==> config.mk <==
export PLATFORM = sky130hd
export DESIGN_NAME = md_hazard_ctrl_flat
export DESIGN_NICKNAME = d
export VERILOG_FILES = /design/src/rtl/mips_defs.sv /design/src/rtl/md_hazard_ctrl_if.sv /design/src/rtl/instr_class_decode.sv /design/src/rtl/md_hazard_ctrl.sv /design/src/flat_wrapper.sv
export SDC_FILE = /design/constraint.sdc
export NUM_CORES = 1
export LEC_CHECK = 0
export ABC_AREA = 1
export CAP_MARGIN = 20
export CORE_MARGIN = 3
export CORE_UTILIZATION = 40
export DETAILED_ROUTE_END_ITERATION = 10
export PLACE_DENSITY = 0.82
export SYNTH_ARGS = -nofsm -noshare
export SYNTH_HDL_FRONTEND = slang
export SYNTH_SLANG_ARGS = --single-unit
export TNS_END_PERCENT = 10
==> constraint.sdc <==
create_clock -name Clk -period 5.5 [get_ports Clk]
set_clock_uncertainty 0.2 [all_clocks]
set_input_delay 1.375 -clock Clk [delete_from_list [all_inputs] [get_ports Clk]]
set_output_delay 1.375 -clock Clk [all_outputs]
set_load 0.1 [all_outputs]
==> src/rtl/mips_defs.sv <==
// Shared MIPS decode constants, stage timing classes and MD sequencer state
// encoding for the hazard controller and its decoders.
package mips_defs;

  localparam logic [5:0] OP_RTYPE  = 6'h00;
  localparam logic [5:0] OP_REGIMM = 6'h01;
  localparam logic [5:0] OP_J      = 6'h02;
  localparam logic [5:0] OP_JAL    = 6'h03;
  localparam logic [5:0] OP_BEQ    = 6'h04;
  localparam logic [5:0] OP_BNE    = 6'h05;
  localparam logic [5:0] OP_ADDIU  = 6'h09;
  localparam logic [5:0] OP_ORI    = 6'h0d;
  localparam logic [5:0] OP_LUI    = 6'h0f;
  localparam logic [5:0] OP_LW     = 6'h23;
  localparam logic [5:0] OP_SW     = 6'h2b;

  localparam logic [5:0] F_SLL   = 6'h00;
  localparam logic [5:0] F_SRL   = 6'h02;
  localparam logic [5:0] F_JR    = 6'h08;
  localparam logic [5:0] F_JALR  = 6'h09;
  localparam logic [5:0] F_MFHI  = 6'h10;
  localparam logic [5:0] F_MTHI  = 6'h11;
  localparam logic [5:0] F_MFLO  = 6'h12;
  localparam logic [5:0] F_MTLO  = 6'h13;
  localparam logic [5:0] F_MULT  = 6'h18;
  localparam logic [5:0] F_MULTU = 6'h19;
  localparam logic [5:0] F_DIV   = 6'h1a;
  localparam logic [5:0] F_DIVU  = 6'h1b;
  localparam logic [5:0] F_ADDU  = 6'h21;
  localparam logic [5:0] F_SUBU  = 6'h23;
  localparam logic [5:0] F_AND   = 6'h24;
  localparam logic [5:0] F_OR    = 6'h25;
  localparam logic [5:0] F_SLT   = 6'h2a;

  localparam logic [4:0] RT_BGEZ = 5'd1;
  localparam logic [4:0] REG_RA  = 5'd31;

  // Larger than any Tnew, so an unused source can never stall.
  localparam logic [1:0] TUSE_INF = 2'd3;

  typedef enum logic [0:0] {
    IDLE = 1'b0,
    BUSY = 1'b1
  } md_state_e;

  typedef enum logic [1:0] {
    TN_NONE = 2'd0,
    TN_ALU  = 2'd1,
    TN_LOAD = 2'd2,
    TN_LINK = 2'd3
  } tnew_cls_e;

  function automatic logic [1:0] tnew_in_e(input tnew_cls_e cls);
    logic [1:0] t;
    case (cls)
      TN_LOAD: t = 2'd2;
      TN_ALU:  t = 2'd1;
      TN_LINK: t = 2'd0;
      TN_NONE: t = 2'd0;
      default: t = 2'd0;
    endcase
    return t;
  endfunction

  function automatic logic [1:0] tnew_in_m(input tnew_cls_e cls);
    logic [1:0] t;
    case (cls)
      TN_LOAD: t = 2'd1;
      default: t = 2'd0;
    endcase
    return t;
  endfunction

  function automatic logic src_hazard(input logic [4:0] src, input logic [1:0] tuse,
                                      input logic [4:0] dst, input logic [1:0] tnew);
    return (src != 5'd0) && (src == dst) && (tnew > tuse);
  endfunction

endpackage

==> src/rtl/md_hazard_ctrl_if.sv <==
// Pipeline-side view of the hazard controller: stage instruction words in,
// stall/flush and HI/LO sequencer status out.
interface md_hazard_ctrl_if #(
  parameter int unsigned CNT_W = 4
);
  logic [31:0]      IR_D;
  logic [31:0]      IR_E;
  logic [31:0]      IR_M;
  logic             PC_En;
  logic             IF_ID_En;
  logic             IR_E_Clr;
  logic             MD_Start;
  logic             MD_Busy;
  logic [CNT_W-1:0] MD_Cnt;

  modport master (
    output IR_D, IR_E, IR_M,
    input  PC_En, IF_ID_En, IR_E_Clr, MD_Start, MD_Busy, MD_Cnt
  );

  modport slave (
    input  IR_D, IR_E, IR_M,
    output PC_En, IF_ID_En, IR_E_Clr, MD_Start, MD_Busy, MD_Cnt
  );
endinterface

==> src/rtl/instr_class_decode.sv <==
// Per-stage instruction classifier: register fields actually read/written,
// operand use times, result timing class and HI/LO involvement.
module instr_class_decode
  import mips_defs::*;
(
  input  logic [31:0] ir,
  output logic [4:0]  rs,
  output logic [4:0]  rt,
  output logic [4:0]  dest,
  output logic [1:0]  tuse_rs,
  output logic [1:0]  tuse_rt,
  output tnew_cls_e   tnew_cls,
  output logic        md_op,
  output logic        is_div,
  output logic        hilo_op
);

  logic [5:0] op_s;
  logic [5:0] funct_s;
  logic [4:0] rs_f_s;
  logic [4:0] rt_f_s;
  logic [4:0] rd_f_s;
  logic       unused_shamt_s;

  assign op_s           = ir[31:26];
  assign rs_f_s         = ir[25:21];
  assign rt_f_s         = ir[20:16];
  assign rd_f_s         = ir[15:11];
  assign funct_s        = ir[5:0];
  assign unused_shamt_s = ^ir[10:6];

  // Classify the word; anything unrecognised falls through as a nop.
  always_comb begin
    rs       = 5'd0;
    rt       = 5'd0;
    dest     = 5'd0;
    tuse_rs  = TUSE_INF;
    tuse_rt  = TUSE_INF;
    tnew_cls = TN_NONE;
    md_op    = 1'b0;
    is_div   = 1'b0;
    hilo_op  = 1'b0;
    case (op_s)
      OP_RTYPE: begin
        case (funct_s)
          F_ADDU, F_SUBU, F_AND, F_OR, F_SLT: begin
            rs = rs_f_s; tuse_rs = 2'd1;
            rt = rt_f_s; tuse_rt = 2'd1;
            dest = rd_f_s; tnew_cls = TN_ALU;
          end
          F_SLL, F_SRL: begin
            rt = rt_f_s; tuse_rt = 2'd1;
            dest = rd_f_s; tnew_cls = TN_ALU;
          end
          F_JR: begin
            rs = rs_f_s; tuse_rs = 2'd0;
          end
          F_JALR: begin
            rs = rs_f_s; tuse_rs = 2'd0;
            dest = rd_f_s; tnew_cls = TN_LINK;
          end
          F_MULT, F_MULTU: begin
            rs = rs_f_s; tuse_rs = 2'd1;
            rt = rt_f_s; tuse_rt = 2'd1;
            md_op = 1'b1; hilo_op = 1'b1;
          end
          F_DIV, F_DIVU: begin
            rs = rs_f_s; tuse_rs = 2'd1;
            rt = rt_f_s; tuse_rt = 2'd1;
            md_op = 1'b1; is_div = 1'b1; hilo_op = 1'b1;
          end
          F_MFHI, F_MFLO: begin
            dest = rd_f_s; tnew_cls = TN_ALU; hilo_op = 1'b1;
          end
          F_MTHI, F_MTLO: begin
            rs = rs_f_s; tuse_rs = 2'd1; hilo_op = 1'b1;
          end
          default: begin
            dest = 5'd0;
          end
        endcase
      end
      OP_ORI, OP_ADDIU: begin
        rs = rs_f_s; tuse_rs = 2'd1;
        dest = rt_f_s; tnew_cls = TN_ALU;
      end
      OP_LUI: begin
        dest = rt_f_s; tnew_cls = TN_ALU;
      end
      OP_LW: begin
        rs = rs_f_s; tuse_rs = 2'd1;
        dest = rt_f_s; tnew_cls = TN_LOAD;
      end
      OP_SW: begin
        rs = rs_f_s; tuse_rs = 2'd1;
        rt = rt_f_s; tuse_rt = 2'd2;
      end
      OP_BEQ, OP_BNE: begin
        rs = rs_f_s; tuse_rs = 2'd0;
        rt = rt_f_s; tuse_rt = 2'd0;
      end
      OP_REGIMM: begin
        if (rt_f_s == RT_BGEZ) begin
          rs = rs_f_s; tuse_rs = 2'd0;
        end else begin
          rs = 5'd0;
        end
      end
      OP_JAL: begin
        dest = REG_RA; tnew_cls = TN_LINK;
      end
      OP_J: begin
        dest = 5'd0;
      end
      default: begin
        dest = 5'd0;
      end
    endcase
  end

endmodule

==> src/rtl/md_hazard_ctrl.sv <==
// Hazard/stall controller for the 5-stage core plus the HI/LO busy sequencer
// that serialises mult/div traffic.
module md_hazard_ctrl
  import mips_defs::*;
#(
  parameter int unsigned MULT_CYCLES = 5,
  parameter int unsigned DIV_CYCLES  = 10,
  parameter int unsigned CNT_W       = 4
) (
  input logic               Clk,
  input logic               Reset,
  md_hazard_ctrl_if.slave   bus
);

  logic [4:0] rs_d_s, rt_d_s, dest_d_s;
  logic [1:0] tuse_rs_d_s, tuse_rt_d_s;
  tnew_cls_e  cls_d_s;
  logic       md_op_d_s, is_div_d_s, hilo_op_d_s;

  logic [4:0] rs_e_s, rt_e_s, dest_e_s;
  logic [1:0] tuse_rs_e_s, tuse_rt_e_s;
  tnew_cls_e  cls_e_s;
  logic       md_op_e_s, is_div_e_s, hilo_op_e_s;

  logic [4:0] rs_m_s, rt_m_s, dest_m_s;
  logic [1:0] tuse_rs_m_s, tuse_rt_m_s;
  tnew_cls_e  cls_m_s;
  logic       md_op_m_s, is_div_m_s, hilo_op_m_s;

  logic [1:0] tnew_e_s, tnew_m_s;
  logic       data_stall_s, md_stall_s, stall_s, md_start_s;

  md_state_e        state_r, state_nxt_s;
  logic [CNT_W-1:0] cnt_r, cnt_nxt_s, load_cnt_s;
  logic             busy_r, busy_nxt_s;
  logic             unused_s;

  instr_class_decode u_dec_d (
    .ir(bus.IR_D), .rs(rs_d_s), .rt(rt_d_s), .dest(dest_d_s),
    .tuse_rs(tuse_rs_d_s), .tuse_rt(tuse_rt_d_s), .tnew_cls(cls_d_s),
    .md_op(md_op_d_s), .is_div(is_div_d_s), .hilo_op(hilo_op_d_s)
  );

  instr_class_decode u_dec_e (
    .ir(bus.IR_E), .rs(rs_e_s), .rt(rt_e_s), .dest(dest_e_s),
    .tuse_rs(tuse_rs_e_s), .tuse_rt(tuse_rt_e_s), .tnew_cls(cls_e_s),
    .md_op(md_op_e_s), .is_div(is_div_e_s), .hilo_op(hilo_op_e_s)
  );

  instr_class_decode u_dec_m (
    .ir(bus.IR_M), .rs(rs_m_s), .rt(rt_m_s), .dest(dest_m_s),
    .tuse_rs(tuse_rs_m_s), .tuse_rt(tuse_rt_m_s), .tnew_cls(cls_m_s),
    .md_op(md_op_m_s), .is_div(is_div_m_s), .hilo_op(hilo_op_m_s)
  );

  assign unused_s = ^{dest_d_s, cls_d_s, md_op_d_s, is_div_d_s,
                      rs_e_s, rt_e_s, tuse_rs_e_s, tuse_rt_e_s, hilo_op_e_s,
                      rs_m_s, rt_m_s, tuse_rs_m_s, tuse_rt_m_s, cls_m_s == TN_NONE,
                      md_op_m_s, is_div_m_s, hilo_op_m_s};

  assign tnew_e_s = tnew_in_e(cls_e_s);
  assign tnew_m_s = tnew_in_m(cls_m_s);

  // Only a result that arrives later than its consumer needs it stalls; all else forwards.
  assign data_stall_s = src_hazard(rs_d_s, tuse_rs_d_s, dest_e_s, tnew_e_s)
                      | src_hazard(rs_d_s, tuse_rs_d_s, dest_m_s, tnew_m_s)
                      | src_hazard(rt_d_s, tuse_rt_d_s, dest_e_s, tnew_e_s)
                      | src_hazard(rt_d_s, tuse_rt_d_s, dest_m_s, tnew_m_s);

  assign md_start_s = md_op_e_s;
  assign md_stall_s = hilo_op_d_s & (busy_r | md_start_s);
  assign stall_s    = data_stall_s | md_stall_s;

  assign bus.PC_En    = ~stall_s;
  assign bus.IF_ID_En = ~stall_s;
  assign bus.IR_E_Clr = stall_s;
  assign bus.MD_Start = md_start_s;
  assign bus.MD_Busy  = busy_r;
  assign bus.MD_Cnt   = cnt_r;

  assign load_cnt_s = is_div_e_s ? CNT_W'(DIV_CYCLES) : CNT_W'(MULT_CYCLES);

  // Sequencer state, count and busy flag registers.
  always_ff @(posedge Clk or posedge Reset) begin
    if (Reset) begin
      state_r <= IDLE;
      cnt_r   <= {CNT_W{1'b0}};
      busy_r  <= 1'b0;
    end else begin
      state_r <= state_nxt_s;
      cnt_r   <= cnt_nxt_s;
      busy_r  <= busy_nxt_s;
    end
  end

  // Sequencer next state; a start while busy simply reloads the count.
  always_comb begin
    state_nxt_s = IDLE;
    cnt_nxt_s   = {CNT_W{1'b0}};
    busy_nxt_s  = 1'b0;
    case (state_r)
      IDLE: begin
        if (md_start_s) begin
          state_nxt_s = BUSY;
          cnt_nxt_s   = load_cnt_s;
          busy_nxt_s  = 1'b1;
        end else begin
          state_nxt_s = IDLE;
        end
      end
      BUSY: begin
        if (md_start_s) begin
          state_nxt_s = BUSY;
          cnt_nxt_s   = load_cnt_s;
          busy_nxt_s  = 1'b1;
        end else if (cnt_r <= CNT_W'(1)) begin
          state_nxt_s = IDLE;
        end else begin
          state_nxt_s = BUSY;
          cnt_nxt_s   = cnt_r - CNT_W'(1);
          busy_nxt_s  = 1'b1;
        end
      end
      default: begin
        state_nxt_s = IDLE;
      end
    endcase
  end

endmodule

==> src/flat_wrapper.sv <==
// flat-port wrapper written by rule: the top's interface ports become plain ports
module md_hazard_ctrl_flat import mips_defs::*;
#(
  parameter int unsigned MULT_CYCLES = 5,
  parameter int unsigned DIV_CYCLES  = 10,
  parameter int unsigned CNT_W       = 4
)
  (Clk, Reset, bus_IR_D, bus_IR_E, bus_IR_M, bus_PC_En, bus_IF_ID_En, bus_IR_E_Clr, bus_MD_Start, bus_MD_Busy, bus_MD_Cnt);
  md_hazard_ctrl_if #(.CNT_W(CNT_W)) bus_i ();
  input logic Clk;
  input logic Reset;
  input wire logic [$bits(bus_i.IR_D)-1:0] bus_IR_D;
  input wire logic [$bits(bus_i.IR_E)-1:0] bus_IR_E;
  input wire logic [$bits(bus_i.IR_M)-1:0] bus_IR_M;
  output wire logic [$bits(bus_i.PC_En)-1:0] bus_PC_En;
  output wire logic [$bits(bus_i.IF_ID_En)-1:0] bus_IF_ID_En;
  output wire logic [$bits(bus_i.IR_E_Clr)-1:0] bus_IR_E_Clr;
  output wire logic [$bits(bus_i.MD_Start)-1:0] bus_MD_Start;
  output wire logic [$bits(bus_i.MD_Busy)-1:0] bus_MD_Busy;
  output wire logic [$bits(bus_i.MD_Cnt)-1:0] bus_MD_Cnt;
  assign bus_i.IR_D = bus_IR_D;
  assign bus_i.IR_E = bus_IR_E;
  assign bus_i.IR_M = bus_IR_M;
  assign bus_PC_En = bus_i.PC_En;
  assign bus_IF_ID_En = bus_i.IF_ID_En;
  assign bus_IR_E_Clr = bus_i.IR_E_Clr;
  assign bus_MD_Start = bus_i.MD_Start;
  assign bus_MD_Busy = bus_i.MD_Busy;
  assign bus_MD_Cnt = bus_i.MD_Cnt;
  md_hazard_ctrl #(.MULT_CYCLES(MULT_CYCLES), .DIV_CYCLES(DIV_CYCLES), .CNT_W(CNT_W)) u_core (.Clk(Clk), .Reset(Reset), .bus(bus_i));
endmodule
======== After elaboration in Yosys (flattened, before gate mapping) ========
Cells that the tools add are included.
storage, ports and cells
  register bits ........................... 5
  latch bits .............................. 0
  bits in writable memories ............... 0
  bits in read-only memories .............. 0
  bits of input ports ..................... 98
  output and inout port bits .............. 9
  logic and storage cells ................. 152
  memories kept ........................... 0
operators by class
  $add $sub $neg .......................... 1
  multiply operators ...................... 0
  divide/modulo/power cells ............... 0
  magnitude comparators ................... 5
  equal/unequal tests ..................... 64
  shift operators ......................... 0
  mux-type cells .......................... 35
  bitwise gates (word level) .............. 8
  reductions and logical operators ........ 37
operators with widths
  operator            number
  $eq 6x6->1 const B  19
  $eq 6x5->1 const B  16
  $eq 6x4->1 const B  12
  $pmux 5 s3          3
  $logic_not 6->1     6
  $eq 6x2->1 const B  5
  $mux 5              5
  $pmux 2 s4          3
  $reduce_or 11->1    2
  $eq 5x5->1          4
  $reduce_or 10->1    2
  $reduce_or 9->1     2
  $mux 4              4
  $reduce_or 4->1     4
  $reduce_or 13->1    1
  $eq 6x3->1 const B  2
  $pmux 2 s2          3
  $pmux 2 s3          2
  $mux 1              10
  $pmux 5 s2          1
  $reduce_bool 5->1   2
  $reduce_or 3->1     3
  $logic_and 1x1->1   8
  $pmux 4 s2          1
  other kinds (17)    30

======== Longest topological paths before layout ========
  word-level depth ........................ 14
  gate-level depth with buffers ........... 21
  gate-level depth less buffers ........... 20

======== Cells and area by module ========
Synthesis repeated with hierarchy kept, for this count alone.
unflattened totals
  cells, all modules ...................... 550
  area total of the unflattened synthesis .. 2713.9 µm²
modules (own cells, without submodules)
  module                                    instances  cells an instance  area each (µm²)  sequential area each (µm²)
  instr_class_decode at u_core.u_dec_d ...  2          145                661.9            0.0
  md_hazard_ctrl                            1          126                759.5            125.1
  instr_class_decode at u_core.u_dec_m      1          134                630.6            0.0

======== Worst setup path before layout ========
No wires, ideal clock.
  path type ............................... input-to-output
  from .................................... in bus_IR_E[29]
  to ...................................... out bus_PC_En
  arrival time ............................ 4647 ps
  required time ........................... 3925 ps
  slack ................................... -722 ps
  stages .................................. 18
  path buffers ............................ 1
  path through ............................ nor2_1 -> nand4_1 -> inv_1 -> nand2_1 -> nand3_1 -> o211ai_1 -> ha_1 -> nor2_1 -> nand4_1 -> nand2_1 -> nand3_1 -> nor2_1 -> nand3_1 -> nand2_1 -> nand2_1 -> nand2_1 -> nor2_1 -> buf_4
on the way
  word-level cells in the longest chain between the ends .. 13
  elaborated cells between the ends (all ways) .. 32
  classes of those cells .................. 2 x order compare; 10 x eq/ne; 4 x mux; 7 x bitwise; 9 x reduce/logical
ends and longest elaborated chain
  element                                               line                      RTL
  from (decl)                                           flat_wrapper.sv:13        input wire logic [$bits(bus_i.IR_E)-1:0] bus_IR_E;
  $eq 6x4->1 (on tied branches)                         -
  $reduce_or 3->1 (no source line)                      -
  $pmux 2 s4                                            instr_class_decode.sv:43  case (op_s)
  $eq 2x2->1 / $logic_not 2->1 (equally long branches)  mips_defs.sv:55           case (cls)
  $reduce_or 2->1 (no source line)                      -
  $pmux 2 s3                                            mips_defs.sv:55
  $gt 2x2->1                                            mips_defs.sv:76           return (src != 5'd0) && (src == dst) && (tnew > tuse);
  $logic_and 1x1->1                                     mips_defs.sv:76
  $or 1x1->1                                            md_hazard_ctrl.sv:66      | src_hazard(rs_d_s, tuse_rs_d_s, dest_m_s, tnew_m_s)
  $or 1x1->1                                            md_hazard_ctrl.sv:67      | src_hazard(rt_d_s, tuse_rt_d_s, dest_e_s, tnew_e_s)
  $or 1x1->1                                            md_hazard_ctrl.sv:68      | src_hazard(rt_d_s, tuse_rt_d_s, dest_m_s, tnew_m_s);
  $or 1x1->1 (*)                                        md_hazard_ctrl.sv:72      assign stall_s = data_stall_s | md_stall_s;
  $not 1->1 (*)                                         -
  to (decl)                                             flat_wrapper.sv:15        output wire logic [$bits(bus_i.PC_En)-1:0] bus_PC_En;
Mark *: on every way between the ends. The rest lies on a longest branch, timed or not.

======== Final worst setup path ========
  from .................................... in bus_IR_E[2]
  to ...................................... out bus_PC_En
on the way
  word-level cells in the longest chain between the ends .. 14
  elaborated cells between the ends (all ways) .. 44
  classes of those cells .................. 2 x order compare; 18 x eq/ne; 7 x mux; 7 x bitwise; 10 x reduce/logical
ends and longest elaborated chain
  element                                               line                      RTL
  $eq 6x5->1, or another cell as far along              instr_class_decode.sv:45  case (funct_s)
  $reduce_or 9->1 (no source line)                      -
  $pmux 2 s2                                            instr_class_decode.sv:45
  $pmux 2 s4                                            instr_class_decode.sv:43
  $eq 2x2->1 / $logic_not 2->1 (equally long branches)  mips_defs.sv:55
  $reduce_or 2->1 (no source line)                      -
  $pmux 2 s3                                            mips_defs.sv:55
  $gt 2x2->1                                            mips_defs.sv:76
  $logic_and 1x1->1                                     mips_defs.sv:76
  $or 1x1->1                                            md_hazard_ctrl.sv:66
  $or 1x1->1                                            md_hazard_ctrl.sv:67
  $or 1x1->1                                            md_hazard_ctrl.sv:68
  $or 1x1->1 (*)                                        md_hazard_ctrl.sv:72
  $not 1->1 (*)                                         md_hazard_ctrl.sv:74      assign bus.PC_En = ~stall_s;
Marks and branches as above.

==> run summary <==
The number of endpoints with negative hold slack in the final report came to 0. The post-DP HPWL is ~5.5 mm. The number of top-level pins is around 110. The power density over cell area came out at 77.9 mW/mm^2. Input and output buffers added on the ports amount to 76. The routed length on met3 came out at 493 um. The largest individual stage delay along the critical path comes from the cell sky130_fd_sc_hd__ha_1. The wire length of the first global-routing pass came out at 10.5 mm.

The critical path is of the in2out type. The post-synthesis cell count came out at between 300 and 400. The count of clock tree sinks is 5. Across the run, the number of max-cap violations was 0. The overall overflow remaining after global route is 0.

The critical path data required time is 3920 ps. The number of antenna diodes is 0. The total clock buffers created by CTS is 3.

The clock-pin slew on the worst setup and hold paths is 30 ps. The leakage power figure came out at 1.77 nW. The largest vdd supply drop is 0.0719 mV.

The mean instance size in the synthesized netlist came out at roughly 5.1 um^2. The first-iteration detailed-routing DRC count is 187. The run finished with clean final reports.

The buffer cell driving the clock tree root is sky130_fd_sc_hd__clkbuf_8. The final non-filler cell total is 547. The area of the mapped netlist came out at about 0.0019 mm^2. The worst setup path is captured at an output port. The worst hold path belongs to the class reg2reg. The data arrival at the endpoint of the critical path is 3850 ps.

The number of fill cells in the layout came out at around 370. The wire length the detailed router placed on met1 is around 2.8 mm. The count of state elements after synthesis is 5. The biggest cell delay along the critical path came out at 320 ps. The worst hold margin came out at ~350 ps. The number of nets in the synthesized netlist is 477.

In the routed layout, each cell is associated on average with a via count of 5.34. In this run, synthesis inferred 0 flip-flops with an integrated enable. The full die area is 0.00564 mm^2. For this block, the via count after detailed routing is 2920. Grouping stages by cell kind, the critical path spends the most delay in simple AND/OR/NAND/NOR gates. The number of global-route vias before repair is 2566. For this run, the register share of the synthesized area comes to 0.0655. After synthesis, the netlist uses 35 different library cells. The initial core utilization is 0.427. In the finished design, the share of the clock period the worst path needs comes to 0.987.

The final routed wire length divided by cell count came out at 12.7 um. The post-layout total power came out at between 0.2 and 0.3 mW. The placeable core region came out at 0.00447 mm^2. From left edge to right edge, the die measures 75.1 um. The most used flip-flop cell after synthesis is sky130_fd_sc_hd__dfrtp_1. The Yosys step of the flow raised 0 warnings. Measured against its own limit, the worst slew margin works out to 0.356. In this run the number of H-tree levels came out at 1. TritonCTS built the clock tree. The maximum fanout count along the critical path is 3.

The layout overhead on the synthesized area came out at 70.5%. The routability congestion estimate came out at roughly 0.92. In this run the top signal layer used is met4.

The peak clock frequency supported by timing is approximately 180 MHz. The pin count of the biggest net entering global routing is 10. The shortest clock period the worst path allows after layout came out at between 5000 and 6000 ps.

The number of optimization iterations in the first detailed-route pass came out at 8. Across every metal layer, demand over resource in global routing totals 0.230. The worst-case setup slack after placement is -152 ps. The share of cells above drive strength 1 came out at 0.222. The final setup slack of the worst path is approximately 73 ps.

The setup-violating endpoint count in the final report came out at 0. The die is about 75 um tall. The number of max-slew violations in the final report is 0.

The largest buffer count on any clock path came out at 2. Counting stages on the worst path, the most repeated cell is sky130_fd_sc_hd__nand2_2. The post-route core utilization is 0.728. The placed instance count came out at between 500 and 600. The routed design uses 3.48 mm of met2 wire. After detailed routing, the total wire length is 6.94 mm. The element type at the critical path start is a primary input. The number of hold buffers added after CTS was 0. The sequential cell area is 125 um^2. The combined area of the multi-input logic cells came out at 0.00166 mm^2.

The proportion of synthesized flip-flops having asynchronous set or reset is 1.00. The initial antenna violation count came to 0. The floorplan has 24 rows. The post-route DRC violation count is 0.

The actual transition at the worst max-transition pin is a little under 1000 ps. The remaining antenna violation count after routing came out at 0. Together, buffers and inverters on the worst path number 3. In the final design database the tool counted 600 nets. The signal on the critical path passes through dlygate4sd2_1 -> inv_1 -> nor2_1 -> nand3_1 -> nand2_1 -> nor2_1 -> nand2_2 -> nand2_2 -> nand3_1 -> o211ai_1 -> ha_1 -> nor2_2 -> nand4_1 -> nand2_1 -> nand3_2 -> nor2_2 -> nand3_2 -> nand2_2 -> nand2_2 -> nand2_2 -> nor2_4 -> buf_12. The insertion delay to the later sink of the worst-skew pair is approximately 220 ps.
[metrics by stage]
| stage | setup TNS [ps] | instance area, um^2 |
|---|---|---|
| 2_1_floorplan | 0 | 1920 |
| 3_3_place_gp | -295 | 3050 |
| 3_5_place_dp | -451 | 3050 |
| 4_1_cts | 0 | 3140 |
| 5_1_grt | -224 | 3260 |
| 6_report | 0 | 3260 |
[state kept, by name (all words and copies together), names as in the netlist]
register	count
u_core.bus.MD_Busy	1
u_core.bus.MD_Cnt	4
[cell type report]
type                    count  share of cell area
flip-flops and latches      5              0.0384
clock buffers               4              0.0138
multi-input cells         308               0.510
well taps                  52              0.0200
inverters                  59              0.0688
repair buffers            119               0.349
[path summary, 6_finish.rpt]
path	start	cells past startpoint	slack, ps	to
worst max-delay path	bus_IR_E[2]	22	70	bus_PC_En
worst min-delay path	u_core.bus.MD_Cnt[0]	1	350	u_core.bus.MD_Cnt[0]
worst max register to register	u_core.bus.MD_Cnt[0]	7	3900	u_core.bus.MD_Cnt[1]
worst min register to register	u_core.bus.MD_Cnt[0]	1	350	u_core.bus.MD_Cnt[0]
max in group asynchronous	Reset	2	3780	u_core.bus.MD_Busy
min in group asynchronous	Reset	2	1150	u_core.bus.MD_Cnt[1]
[cell usage in the layout, fill, tap and decap left out, types with 2 or more instances in the layout]
cell | Yosys | final
sky130_fd_sc_hd__a21oi_1 | 14 | 14
sky130_fd_sc_hd__a21oi_2 | 2 | 2
sky130_fd_sc_hd__buf_12 | 0 | 4
sky130_fd_sc_hd__buf_4 | 1 | 43
sky130_fd_sc_hd__clkbuf_8 | 0 | 3
sky130_fd_sc_hd__clkdlybuf4s15_1 | 0 | 2
sky130_fd_sc_hd__clkdlybuf4s50_1 | 0 | 51
sky130_fd_sc_hd__clkinv_2 | 2 | 2
sky130_fd_sc_hd__dfrtp_1 | 5 | 5
sky130_fd_sc_hd__dlygate4sd2_1 | 0 | 7
sky130_fd_sc_hd__dlymetal6s2s_1 | 0 | 11
sky130_fd_sc_hd__ha_1 | 6 | 6
sky130_fd_sc_hd__inv_1 | 55 | 53
sky130_fd_sc_hd__inv_2 | 2 | 4
sky130_fd_sc_hd__nand2_1 | 120 | 115
sky130_fd_sc_hd__nand2_2 | 7 | 12
sky130_fd_sc_hd__nand2_4 | 2 | 2
sky130_fd_sc_hd__nand3_1 | 48 | 42
sky130_fd_sc_hd__nand3_2 | 4 | 10
sky130_fd_sc_hd__nand3b_1 | 4 | 4
sky130_fd_sc_hd__nand4_1 | 17 | 17
sky130_fd_sc_hd__nor2_1 | 49 | 36
sky130_fd_sc_hd__nor2_2 | 5 | 15
sky130_fd_sc_hd__nor2_4 | 2 | 5
sky130_fd_sc_hd__nor3_1 | 5 | 5
sky130_fd_sc_hd__o21ai_0 | 5 | 5
sky130_fd_sc_hd__o21ai_1 | 2 | 2
sky130_fd_sc_hd__xnor2_1 | 2 | 2
[cell families (layout without fill, tap and decap cells)]
group,Yosys count,count (layout),share of synthesized area
AOI/OAI and AO/OA,29,29,0.0885
xor gates and xnor gates,3,3,0.0138
and+or+nand+nor,270,270,0.672
buffers and inverters,60,182,0.121
adders and majority gates,6,6,0.0393
DFF,5,5,0.0655
[metal layers]
layer	vias up	GRT usage
li1	1457	-
met1	1303	0.296
met5	-	0
met2	144	0.412
met4	0	0.0632
met3	16	0.0120
[power by group]
group	switching, mW	total, mW	internal, mW
clock network	0.0176	0.0673	0.0497
registers	0.0000311	0.0371	0.0371
logic	0.0718	0.149	0.0775
total	0.0894	0.254	0.164
[cell usage after synthesis (2+ instances only)]
cell | instances | area, um^2
sky130_fd_sc_hd__nand2_1 | 120 | 450
sky130_fd_sc_hd__inv_1 | 55 | 206
sky130_fd_sc_hd__nor2_1 | 49 | 184
sky130_fd_sc_hd__nand3_1 | 48 | 240
sky130_fd_sc_hd__nand4_1 | 17 | 106
sky130_fd_sc_hd__a21oi_1 | 14 | 70.1
sky130_fd_sc_hd__nand2_2 | 7 | 43.8
sky130_fd_sc_hd__ha_1 | 6 | 75.1
sky130_fd_sc_hd__dfrtp_1 | 5 | 125
sky130_fd_sc_hd__nor2_2 | 5 | 31.3
sky130_fd_sc_hd__nor3_1 | 5 | 25.0
sky130_fd_sc_hd__o21ai_0 | 5 | 25.0
sky130_fd_sc_hd__nand3_2 | 4 | 40.0
sky130_fd_sc_hd__nand3b_1 | 4 | 30.0
sky130_fd_sc_hd__a21oi_2 | 2 | 17.5
sky130_fd_sc_hd__clkinv_2 | 2 | 10.0
sky130_fd_sc_hd__inv_2 | 2 | 7.51
sky130_fd_sc_hd__nand2_4 | 2 | 22.5
sky130_fd_sc_hd__nor2_4 | 2 | 22.5
sky130_fd_sc_hd__nor3_2 | 2 | 20.0
sky130_fd_sc_hd__o21ai_1 | 2 | 10.0
sky130_fd_sc_hd__xnor2_1 | 2 | 17.5
[timing repair]
item | in CTS | in global routing
pin swaps | 7 | 26
endpoints found under the setup margin | 3 | 3
setup buffers | 2 | 6
resized for setup | 23 | 32
(Power assumes the default switching activity.)
